[config.mk]
export PLATFORM = sky130hd
export DESIGN_NAME = idct_dequant_unzigzag
export DESIGN_NICKNAME = d
export VERILOG_FILES = /design/src/rtl/idct_dequant_unzigzag.sv
export SDC_FILE = /design/constraint.sdc
export NUM_CORES = 2
export LEC_CHECK = 0
export BUFFER_PORTS_ARGS = -buffer_cell sky130_fd_sc_hd__buf_2
export CAP_MARGIN = 25
export CORE_UTILIZATION = 55
export DETAILED_ROUTE_END_ITERATION = 12
export PLACE_DENSITY = 0.83
export SYNTH_ARGS = -nofsm -noshare
export SYNTH_HDL_FRONTEND = slang
export SYNTH_SLANG_ARGS = --single-unit
[constraint.sdc]
create_clock -name clk -period 19 [get_ports clk]
set_clock_uncertainty 0.05 [all_clocks]
set_input_delay 2.85 -clock clk [delete_from_list [all_inputs] [get_ports clk]]
set_output_delay 2.85 -clock clk [all_outputs]
set_load 0.01 [all_outputs]
[src/rtl/idct_dequant_unzigzag.sv]
// idct_dequant_unzigzag: dequantizes a zigzag-ordered JPEG coefficient stream into a ping-pong 8x8 buffer and replays it in raster order.
// Ports:
//   clk, rst_n            clock, asynchronous active-low reset
//   s_tdata/s_tvalid/s_tready/s_tlast  quantized coefficients in zigzag order, tlast ends a block early
//   m_tdata/m_tvalid/m_tready/m_tlast  dequantized coefficients in raster order, tlast on raster index 63
//   blk_err               one-cycle pulse after a 64th beat that arrived without s_tlast
module idct_dequant_unzigzag #(
   parameter int COEFF_WIDTH = 12,
   parameter int OUT_WIDTH = 16
) (
   input  logic                   clk,
   input  logic                   rst_n,
   input  logic [COEFF_WIDTH-1:0] s_tdata,
   input  logic                   s_tvalid,
   output logic                   s_tready,
   input  logic                   s_tlast,
   output logic [OUT_WIDTH-1:0]   m_tdata,
   output logic                   m_tvalid,
   input  logic                   m_tready,
   output logic                   m_tlast,
   output logic                   blk_err
);
   localparam int PW = COEFF_WIDTH + 8;
   localparam int ZZ [64] = '{
       0,  1,  8, 16,  9,  2,  3, 10, 17, 24, 32, 25, 18, 11,  4,  5,
      12, 19, 26, 33, 40, 48, 41, 34, 27, 20, 13,  6,  7, 14, 21, 28,
      35, 42, 49, 56, 57, 50, 43, 36, 29, 22, 15, 23, 30, 37, 44, 51,
      58, 59, 52, 45, 38, 31, 39, 46, 53, 60, 61, 54, 47, 55, 62, 63};
   localparam int Q [64] = '{
      16,  11,  10,  16,  24,  40,  51,  61,
      12,  12,  14,  19,  26,  58,  60,  55,
      14,  13,  16,  24,  40,  57,  69,  56,
      14,  17,  22,  29,  51,  87,  80,  62,
      18,  22,  37,  56,  68, 109, 103,  77,
      24,  35,  55,  64,  81, 104, 113,  92,
      49,  64,  78,  87, 103, 121, 120, 101,
      72,  92,  95,  98, 112, 100, 103,  99};
   localparam logic signed [PW-1:0] PMAX = PW'((1 << (OUT_WIDTH-1)) - 1);
   localparam logic signed [PW-1:0] PMIN = ~PMAX;

   logic [OUT_WIDTH-1:0] mem [2][64];
   logic [63:0] mask [2];
   logic [1:0] full;
   logic wb, rb;
   logic [5:0] k, r;
   logic [5:0] nat;
   logic [7:0] q;
   logic signed [PW-1:0] prod;
   logic [OUT_WIDTH-1:0] sat;
   logic hs, close, ld, rd, rel;

   assign s_tready = !full[wb];
   assign hs = s_tvalid && s_tready;
   assign close = hs && (s_tlast || &k);
   assign nat = 6'(ZZ[k]);
   assign q = 8'(Q[nat]);
   assign prod = PW'($signed(s_tdata)) * $signed(PW'(q));
   assign sat = prod > PMAX ? OUT_WIDTH'(PMAX) : prod < PMIN ? OUT_WIDTH'(PMIN) : prod[OUT_WIDTH-1:0];
   assign ld = !m_tvalid || m_tready;
   assign rd = ld && full[rb];
   assign rel = rd && &r;

   always_ff @(posedge clk)
      if (hs) mem[wb][nat] <= sat;

   // The mask of a bank is cleared when the reader releases it, so the bank is
   // already clean when the writer next enters it, and a bank still being
   // replayed is never wiped by the writer closing the other one.
   // A close needs !full[wb] and a release needs full[rb], so in any cycle with
   // both events wb != rb and the per-bank updates below never collide.
   always_ff @(posedge clk or negedge rst_n)
      if (!rst_n) begin
         wb <= 1'b0;
         rb <= 1'b0;
         k <= '0;
         r <= '0;
         full <= '0;
         mask <= '{default: '0};
         m_tvalid <= 1'b0;
         m_tlast <= 1'b0;
         m_tdata <= '0;
         blk_err <= 1'b0;
      end else begin
         blk_err <= hs && &k && !s_tlast;
         if (hs) begin
            mask[wb][nat] <= 1'b1;
            k <= close ? 6'd0 : k + 6'd1;
         end
         if (close) begin
            full[wb] <= 1'b1;
            wb <= !wb;
         end
         if (rel) begin
            full[rb] <= 1'b0;
            mask[rb] <= '0;
            rb <= !rb;
         end
         if (ld) m_tvalid <= full[rb];
         if (rd) begin
            m_tdata <= mask[rb][r] ? mem[rb][r] : '0;
            m_tlast <= &r;
            r <= r + 6'd1;
         end
      end
endmodule

==> metrics.md <==
| Metric | Value |
|---|---|
| Final setup violation count | `0` |
| Critical path type | `flop to flop` |
| Cells after Synth | `4232` |
| CTS Root Cell | `clkbuf_16` |
| Sink Count | `2211` |
| Status | `finished clean` |
| Largest net degree at the start of global routing | `147` |
| Antenna violations before repair | `7` |
| Fin crit share | `57.36%` |
| Nets | `4598` |
| Die footprint | `165100 sq um` |
| Synth cell count leaders | `edfxtp_1 (2048), mux4_2 (678), dfrtp_1 (163)` |
| Synth Flop Type | `edfxtp_1` |
| DRT Pass-1 Iters | `8` |
| Synth area leader | `edfxtp_1` |
| Post-synth EDFFs | `2048` |
| Most numerous cell in the Yosys netlist | `edfxtp_1` |
| Setup TNS Final | `0 ns` |
| Gr usage total | `28.84%` |
| First-pass GRT wire length | `337500 microns` |
| GR Overflow Total | `0` |
| Crit path max fanout | `96` |
| #FFs+latches synth | `2211` |
| Gp weighted congestion | `0.8966` |
| Crit path required time | `19.40 ns` |
| CTS buffer count | `199` |
| Vias per inst | `6.846` |
| Die Ht | `406.3 microns` |
| Via Count | `46590` |
| Yosys warns | `0` |
| Clock slew at reported path FFs | `0.07 ns` |
| Yosys top cell area share | `68.39%` |
| Library cells used by synthesis | `65` |
| Final wirelength | `235200 microns` |
| Top post-synthesis cells by area | `edfxtp_1 (68%), mux4_2 (17%), dfrtp_1 (4.5%)` |
| Cell area after synthesis | `89920 sq um` |
| TritonCTS clock tree | `built` |
| CP most frequent cell | `inv_1` |
| Post-DP HPWL | `122000 microns` |
| Final ANT Viol Nets | `0` |
| Post-route DRC | `0` |
| Worst Hold Slack | `0.4326 ns` |
| CP delay by family, top | `adder cells` |
| Worst slew margin | `22.68%` |
| Pins Over Slew Limit | `0` |
| H-tree depth | `4` |
| Buffers plus inverters on the worst setup path | `9` |
| Ports | `37` |
| Initial DRC count | `7307` |
| Arr. time, crit path | `11.30 ns` |
| Core Util, Final | `61.62%` |
| Tmin final | `10.90 ns` |
| Post-cts gate resize count | `0` |
| Avg Cell Area, Syn | `21.25 sq um` |
| Final hold viol count | `0` |
| RSZ-0062 raised after global routing | `false` |
| CP endpoint kind | `flop` |
| Area Growth Syn to Fin | `11.42%` |
| Clk_lat worst skew | `0.85 ns` |
| Die width | `406.3 microns` |
| Startpoint class of the critical path | `flop` |
| Sequential cell area fraction in the yosys report | `72.93%` |
| Hold Crit Class | `flop to flop` |
| Post-CTS Setup Repair Bufs | `0` |
| Layout cells sized above 1 | `27.87%` |
| Delay of the slowest critical-path stage | `0.86 ns` |
| Clock Path Buffers | `3` |
| Avg WL per Cell | `34.56 microns` |
| Max Cap Viol | `0` |
| Async SR Flop Fraction | `7.372%` |
| F_max | `91.75 MHz` |
| Cts hold-fix bufs | `0` |
| Crit-path slowest cell | `buf_4` |
| # rows | `148` |
| Slew @ Worst Pin | `1.160 ns` |
| CORE AREA | `162600 sq um` |
| Syn_nets | `4375` |
| IO Port Bufs | `36` |
| Vias in the first global route | `47930` |
| Effective utilization at floorplan | `55.31%` |
-- worst paths after layout --
| path | startpoint | end | slack, ns | cells past startpoint |
|---|---|---|---|---|
| min in group asynchronous | rst_n | mask[112]$_DFF_PN0_ | 2.08 | 1 |
| worst max-delay path | k[2]$_DFFE_PN0P_ | mem[1][54]$_DFFE_PP_ | 8.10 | 32 |
| worst min-delay path | m_tdata[7]$_DFFE_PN0P_ | m_tdata[7]$_DFFE_PN0P_ | 0.43 | 2 |
| worst max register to register | k[2]$_DFFE_PN0P_ | mem[1][54]$_DFFE_PP_ | 8.10 | 32 |
| worst min register to register | m_tdata[7]$_DFFE_PN0P_ | m_tdata[7]$_DFFE_PN0P_ | 0.43 | 2 |
| max in group asynchronous | rst_n | mask[10]$_DFF_PN0_ | 15.46 | 3 |
-- placed cells by master (no fill, tap or decap), drive strengths merged, types with 8 or more instances in the layout --
cell and count:
nor2b 12, a21oi 41, buf 246, a211oi 15, o21a 134, xnor2 16
o22ai 19, mux2i 46, nor2 157, edfxtp 2048, clkinv 72, a21o 8
nand2b 14, mux4 678, nand3 22, dfrtp 163, fa 64, a221oi 16
mux2 37, nor3 23, clkbuf 269, and2 32, o21ai 59, inv 139
ha 62, bufinv 21, nand2 122, o211ai 12
-- area by class of cell --
type / instances / area (sq um)
Fill cell: 10270 / 62400
Timing Repair Buffer: 247 / 1992
Sequential cell: 2211 / 65600
Antenna cell: 3 / 7.507
Multi-Input combinational cell: 1665 / 22880
Clock buffer: 268 / 5403
Tap cell: 2175 / 2721
Inverter: 131 / 494.2
Clock inverter: 106 / 1094
-- flip-flops by register name (all words and copies together) (netlist names) --
register and count:
blk_err 1, full 2, k 6, m_tdata 16
m_tlast 1, m_tvalid 1, mask 128, mem 2048
r 6, rb 1, wb 1
-- worst register-to-register path, delay by kind of cell (launching register included) --
family                     cells  cell delay, ns
AOI/OAI and AO/OA             10            2.21
and+or+nand+nor                4            1.01
buffers and inverters          9            2.37
muxes                          1            0.26
xor gates and xnor gates       1            0.49
DFF                            1            0.83
adders and majority gates      7            3.06
-- kinds of logic (layout without fill, tap and decap cells) --
| logic type | after synthesis | in the layout | share of synthesized area (%) |
|---|---|---|---|
| flops | 2211 | 2211 | 72.93 |
| mux | 761 | 761 | 17.96 |
| simple gates | 407 | 407 | 2.022 |
| buf+inv | 356 | 752 | 1.880 |
| compound gates | 349 | 349 | 2.709 |
| fa+ha+maj | 126 | 126 | 2.288 |
| xor+xnor | 22 | 22 | 0.2143 |
| other cells | 0 | 3 | 0 |
-- routing by layer --
layer	track usage, %	wire length, microns
met1	36.77	78210
met2	46.96	116300
met3	6.779	27620
met4	14.06	13040
met5	0	59
-- per-stage QoR --
| stage | setup WS (ns) | instance area [sq um] | instances |
|---|---|---|---|
| 3_5_place_dp | 8.427 | 93540 | 6423 |
| 6_report | 8.101 | 100200 | 6806 |
| 3_3_place_gp | 8.503 | 93450 | 6419 |
| 5_1_grt | 7.526 | 100200 | 6803 |
| 2_1_floorplan | 2.672 | 89920 | 4232 |
| 4_1_cts | 8.369 | 100000 | 6797 |
Power is not shown: default switching activity piles up to over one toggle a cycle in this logic, so the estimate is an artifact.
